<file path="src/rtl/sampled_history_tracker.sv">
// Sampled-value history stage: keeps the last DEPTH enabled samples and produces registered
// $past-style delayed values plus $rose/$fell/$stable/$changed-style flags for checkers.
module sampled_history_tracker #(
   parameter int unsigned WIDTH = 8,
   parameter int unsigned DEPTH = 4,
   parameter int unsigned CNT_W = 16
) (
   input  logic                       clk,
   input  logic                       rst,
   input  logic                       en,
   input  logic [WIDTH-1:0]           in_val,
   output logic [WIDTH-1:0]           past_val,
   output logic                       past_valid,
   output logic [$clog2(DEPTH+1)-1:0] hist_fill,
   output logic                       rose,
   output logic                       fell,
   output logic                       stable,
   output logic [CNT_W-1:0]           changed_count
);

   localparam int unsigned FillW = $clog2(DEPTH + 1);
   localparam logic [FillW-1:0] FillMax = FillW'(DEPTH);

   // Flattened history: slot 0 (newest) in the low WIDTH bits, slot DEPTH-1 at the top.
   logic [DEPTH*WIDTH-1:0] hist_q, hist_d;
   logic [FillW-1:0]       fill_q, fill_d;
   logic                   rose_q, rose_d;
   logic                   fell_q, fell_d;
   logic                   stable_q, stable_d;
   logic [CNT_W-1:0]       cnt_q, cnt_d;

   logic [WIDTH-1:0] newest;
   logic             prev_ok;
   logic             differs;

   always_comb begin
      hist_d   = hist_q;
      fill_d   = fill_q;
      rose_d   = rose_q;
      fell_d   = fell_q;
      stable_d = stable_q;
      cnt_d    = cnt_q;
      newest   = hist_q[WIDTH-1:0];
      prev_ok  = (fill_q != '0);
      differs  = (in_val != newest);
      if (en) begin
         hist_d              = hist_q << WIDTH;
         hist_d[WIDTH-1:0]   = in_val;
         if (fill_q != FillMax) begin
            fill_d = fill_q + 1'b1;
         end
         rose_d   = prev_ok & ~newest[0] & in_val[0];
         fell_d   = prev_ok & newest[0] & ~in_val[0];
         stable_d = prev_ok & ~differs;
         // Saturate rather than wrap so a long run never reads as "few changes".
         if (prev_ok && differs && !(&cnt_q)) begin
            cnt_d = cnt_q + 1'b1;
         end
      end
   end

   always_ff @(posedge clk) begin
      if (rst) begin
         hist_q   <= '0;
         fill_q   <= '0;
         rose_q   <= 1'b0;
         fell_q   <= 1'b0;
         stable_q <= 1'b0;
         cnt_q    <= '0;
      end else begin
         hist_q   <= hist_d;
         fill_q   <= fill_d;
         rose_q   <= rose_d;
         fell_q   <= fell_d;
         stable_q <= stable_d;
         cnt_q    <= cnt_d;
      end
   end

   assign past_val      = hist_q[DEPTH*WIDTH-1 -: WIDTH];
   assign past_valid    = (fill_q == FillMax);
   assign hist_fill     = fill_q;
   assign rose          = rose_q;
   assign fell          = fell_q;
   assign stable        = stable_q;
   assign changed_count = cnt_q;

endmodule

</file>
<file path="config.mk">
export PLATFORM = sky130hd
export DESIGN_NAME = sampled_history_tracker
export DESIGN_NICKNAME = d
export VERILOG_FILES = /design/src/rtl/sampled_history_tracker.sv
export SDC_FILE = /design/constraint.sdc
export NUM_CORES = 1
export LEC_CHECK = 0
export ABC_CLOCK_PERIOD_IN_PS = 1900
export CORE_ASPECT_RATIO = 0.7
export CORE_MARGIN = 2
export CORE_UTILIZATION = 52
export CTS_CLUSTER_DIAMETER = 200
export DETAILED_ROUTE_END_ITERATION = 6
export PLACE_DENSITY_LB_ADDON = 0.12
export SETUP_SLACK_MARGIN = 0.5
export SLEW_MARGIN = 10
export SYNTH_ARGS = -nofsm -noshare
export SYNTH_HDL_FRONTEND = slang
export SYNTH_SLANG_ARGS = --single-unit
</file>
<file path="constraint.sdc">
create_clock -name clk -period 1.9 [get_ports clk]
set_clock_uncertainty 0.1 [all_clocks]
set_input_delay 0.19 -clock clk [delete_from_list [all_inputs] [get_ports clk]]
set_output_delay 0.19 -clock clk [all_outputs]
set_load 0.005 [all_outputs]
</file>
Word level (Yosys, flattened, before mapping)
Index checks and enable logic that the tools add are counted.

operators by class
  $add $sub $neg = 2
  shift operators = 0
  mux-type cells = 0
  order comparisons = 0
  bitwise operators = 8
  reduce and logical (&&, ||, !) cells = 7
  $mul = 0
  div/mod/pow operators = 0
  equality and inequality tests = 3

operator list
  cell                                                              number
  16-bit by 1-bit adder with 16-bit output (second input constant)  1
  16-bit AND reduction                                              1
  8-bit != test                                                     1
  1-bit bitwise AND                                                 5
  2-bit AND reduction                                               2
  3-bit by 1-bit adder with 3-bit output (second input constant)    1
  3-bit equality test (second input constant)                       1
  3-bit != test (second input constant)                             1
  1-bit inverter                                                    3
  3-bit nonzero test                                                1
  1-bit logical AND                                                 2
  1-bit zero test                                                   1

storage, ports and cells
  bits in read-only memories = 0
  memories = 0
  bits in latches = 0
  input bits = 11
  output and inout bits = 31
  memory bits (writable) = 0
  register bits = 54
  logic and storage cells = 26

Depth between registers and ports, before layout
  word-level depth = 4
  mapped depth = 8
  mapped depth without buffers = 7

Least setup slack after synthesis
Ideal clock, no wire load.

  path type = register -> register
  start point = reg fill_q[0] (netlist: hist_fill[0])
  end point = reg cnt_q[15] (netlist: changed_count[15])
  stages on the path, launching flop included = 8
  required time = 1.677 ns
  path slack = 0.063 ns
  buffers on the path = 1
  setup time = 0.123 ns
  arrival = 1.614 ns
  period minus slack after synthesis = 1.837 ns
  cell sequence = dfxtp_1 > inv_1 > ha_1 > nand2b_2 > o211ai_4 > buf_6 > nor4_1 > mux2_1

on the way
  cells in the longest elaborated chain, start to end = 4

RTL lines
  what                                  RTL line  RTL
  start, declared                       26        logic [FillW-1:0] fill_q, fill_d;
  start signal, assigned                72        fill_q <= fill_d;
  3-bit nonzero test                    44        prev_ok = (fill_q != '0);
  1-bit logical AND (2 in series)       56        if (prev_ok && differs && !(&cnt_q)) begin
  2-bit AND reduction (no source line)  --
  end signal, assigned                  76        cnt_q <= cnt_d;
  end, declared                         30        logic [CNT_W-1:0] cnt_q, cnt_d;

Every way passes these cells.
A chain may end at the register's enable or synchronous reset.

Worst setup path after layout
  start point = reg hist_q[2]
  end point = reg cnt_q[6] (netlist: changed_count[6])

on the way
  cells in the longest elaborated chain, start to end = 4

RTL lines
  what                                  RTL line  RTL
  start, declared                       25        logic [DEPTH*WIDTH-1:0] hist_q, hist_d;
  start signal, assigned                71        hist_q <= hist_d;
  8-bit != test                         45        differs = (in_val != newest);
  1-bit logical AND (2 in series)       56
  2-bit AND reduction (no source line)  --

Every way passes these cells.

==> results.py <==
metrics = {
    "worst_setup_path": {
        "cpMaxStageDelayCell": "or4_1",
        "startpoint": "hist_q[2]",
        "cp_top_family": "simple AND/OR/NAND/NOR gates",
        "path_cells": "xnor2_2 -> nand4_1 -> o211ai_4 -> buf_12 -> or4_1 -> a21oi_2",
        "start_kind": "flop",
        "r2r-end": "changed_count[6]",
        "cp-endpoint": "changed_count[6]",
        "r2r_start": "hist_q[2]",
        "crit_required_ns": 2.04,
        "reg2reg_depth": 6,
        "cp_max_fo": 11,
        "max_stage_delay_ns": 0.53,
        "endpoint_kind": "flop",
        "crit_arrival_ns": 1.94,
        "cp_num_buf_inv": 1,
        "path_depth": 6,
        "r2r_slack_ns": 0.10,
        "critical_path_class": "flop to flop",
    },
    "yosys": {
        "netlist-cell-type-count": 34,
        "ys_warn_count": 0,
        "synthCells": 255,
        "yosysSeqAreaShare_pct": 44.5,
        "synth-seq-cells": 54,
        "syn_area_um2": 2430,
        "synth_edf_count": 0,
        "synth_nets": 269,
        "synthFlopType": "dfxtp_1",
        "synth.avg_cell_area_um2": 9.52,
        "async_reset_ff_share_pct": 0,
    },
    "clock_tree": {
        "clock-root-buffer": "clkbuf_8",
        "clk_pin_slew_worst_paths_ns": 0.10,
        "cts_tree": "done",
        "cts.sink_count": 54,
        "htree_num_levels": 2,
        "clockBufferDepth": 2,
        "clkLatencyLatePin_ns": 0.31,
        "holdBufCountCts": 0,
        "cts_inserted_buffers": 5,
    },
    "pwr": {
        "power_density_nw_per_um2": 612,
        "vdd_drop_max_v": 0.000461,
        "sw_frac_of_total_pct": 25.5,
        "combinationalPowerShare_pct": 13.9,
        "p_int_mw": 1.55,
        "clock_power_share_pct": 29.9,
        "switchingPower_uw": 533,
        "p_leak_nw": 1.50,
        "pwr-share-seq_pct": 56.2,
    },
    "final_layout": {
        "fin_util_pct": 77.5,
        "nets": 333,
        "drive_above_1_share_pct": 37.0,
        "design_area_um2": 3410,
        "antenna_cells": 0,
        "syn_to_final_growth_pct": 40.5,
        "fin_cells": 374,
    },
    "timing": {
        "relSlewSlack_pct": 61.0,
        "worst_slew_pin_slew_ns": 0.585,
        "finalMaxSlewViolations": 0,
        "fin_setup_tns_ns": 0,
        "rsz0062_at_grt": "true",
        "post-route-period-util_pct": 94.6,
        "max_freq_mhz": 556,
        "layout_min_cycle_time_ns": 1.80,
        "fin_ws_ns": 0.103,
        "hold_viol": 0,
        "setup_viol": 0,
    },
    "floorplan": {
        "die_w_um": 85.7,
        "coreArea_um2": 4400,
        "pin_count": 42,
        "rows": 20,
        "die_y_um": 61.2,
        "die_area_um2": 5240,
        "initial_core_util_pct": 55.1,
    },
    "grt": {
        "gr-usage-met2_pct": 33.1,
        "grt_max_degree": 35,
        "busiest_layer": "met2",
        "grt_antenna_before_repair": 0,
        "grt_pass1_vias": 1831,
        "grt_util_met1_pct": 29.7,
        "grt_pass1_wl_um": 8650,
        "grt_overflow": 0,
        "met3_usage_pct": 4.69,
        "grtUsageTotal_pct": 21.4,
    },
    "place": {
        "port-buffer-count": 41,
        "gp_congestion": 0.764,
        "place_hpwl_um": 3200,
        "place_ws_ns": -0.237,
        "place_area_um2": 2980,
        "dp.cells": 339,
    },
    "detailed_routing": {
        "avgRoutedWirePerCell_um": 14.8,
        "wl_um": 5540,
        "drtPass1Iterations": 4,
        "ant_nets": 0,
        "drt-initial-drc-count": 117,
        "vias": 2011,
        "route.detailed.drc": 0,
        "via_per_inst": 5.38,
    },
    "worst_hold_path": {
        "min_path_type": "input pin to flop",
    },
    "status": {
        "status": "completed",
    },
    "job": {
        "drv_cap": 0,
    },
}
[kinds of logic (layout without fill, tap and decap cells)]
| logic type | count (synthesis) | in the layout | share of synthesized area [%] |
|---|---|---|---|
| adders and majority gates | 3 | 3 | 1.55 |
| buffers and inverters | 26 | 90 | 5.98 |
| and+or+nand+nor | 99 | 99 | 21.9 |
| DFF | 54 | 54 | 44.5 |
| xor gates and xnor gates | 9 | 9 | 3.25 |
| AOI/OAI and AO/OA | 25 | 25 | 6.44 |
| muxes | 39 | 39 | 16.4 |
[worst min-delay path by stage]
stage	from	to	slack, ns	cells past startpoint
global route	en	hist_fill[2]	0.20	3
finish	en	hist_fill[2]	0.21	3
CTS	en	hist_fill[2]	0.19	3
floorplan	in_val[0]	hist_q[0]	0.24	2
global placement	stable	stable	0.36	2
detailed placement	stable	stable	0.37	2
[placed cells by master, fill, tap and decap left out, types with 3 or more instances in the layout]
master,instances
dlygate4sd2_1,33
nor2b_1,6
dfxtp_4,11
nand2b_1,5
nand4_1,4
mux2_1,3
buf_6,4
xnor2_1,5
buf_4,35
or4_1,3
dfxtp_1,23
nor4_4,4
o21ai_1,3
clkbuf_8,5
mux2_4,3
nor2_1,43
or4_4,3
nand2_1,4
dfxtp_2,20
xnor2_2,4
o31ai_1,6
nand3_1,6
mux2i_1,33
a21oi_1,8
clkdlybuf4s50_1,5
a21oi_2,6
[what timing repair did]
item / 4_1_cts / 5_1_grt
resized for setup: 74 / 22
pin swaps: 11 / 6
endpoints found under the setup margin: 48 / 19
gates cloned: 1 / 0
buffers inserted: 19 / 8
[layout make-up]
cell class | instances | area [um2]
Multi-Input combinational cell | 175 | 1430
Sequential cell | 54 | 1150
Clock buffer | 6 | 72.6
Timing Repair Buffer | 80 | 677
Clock inverter | 1 | 6.26
Tap cell | 55 | 68.8
Fill cell | 288 | 992
Inverter | 3 | 11.3
[power groups by stage]
stage / Clock, mW / Sequential (mW) / Combinational (mW)
after global routing: 0.673 / 1.18 / 0.314
after detailed placement: 0 / 1.21 / 0.243
after CTS: 0.632 / 1.17 / 0.262
after global placement: 0 / 1.21 / 0.241
final: 0.624 / 1.17 / 0.290
after floorplan: 0 / 1.21 / 0.162
[cells in the mapped netlist (4+ instances only)]
cell type | instances | area (um2)
nand2_1 | 4 | 15.0
xnor2_1 | 9 | 78.8
mux2_1 | 6 | 67.6
buf_1 | 5 | 18.8
mux2i_1 | 33 | 330
nor2_1 | 45 | 169
clkbuf_1 | 5 | 18.8
or4_1 | 6 | 45.0
nand4_1 | 4 | 25.0
nand3_1 | 7 | 35.0
nor4_1 | 5 | 31.3
nor2b_1 | 7 | 43.8
nand2b_1 | 6 | 37.5
a21oi_1 | 14 | 70.1
dfxtp_1 | 54 | 1080
buf_4 | 10 | 75.1
o31ai_1 | 6 | 45.0
[state kept, by name (all words and copies together) (netlist names)]
name and flops:
changed_count 16, hist_q 32, hist_fill 3, rose 1, fell 1, stable 1
[worst register-to-register path, stage by stage, from the launching register on]
cell      delay, ns
dfxtp_2        0.35
xnor2_2        0.14
nand4_1        0.17
o211ai_4       0.12
buf_12         0.17
or4_1          0.54
a21oi_2        0.14
[metal layers]
layer | vias to the layer above | share of wire [%]
li1 | 1003 | -
met1 | 964 | 50
met2 | 38 | 45
met3 | 6 | 3.4
met4 | 0 | 1.1
met5 | - | 0
[metrics by stage]
step | hold slack, ns | total power [mW]
finish | 0.212 | 2.09
global route | 0.199 | 2.17
CTS | 0.190 | 2.07
detailed placement | 0.370 | 1.46
global placement | 0.362 | 1.45
floorplan | 0.237 | 1.37
Note: power is estimated with default switching activity, not from simulation.
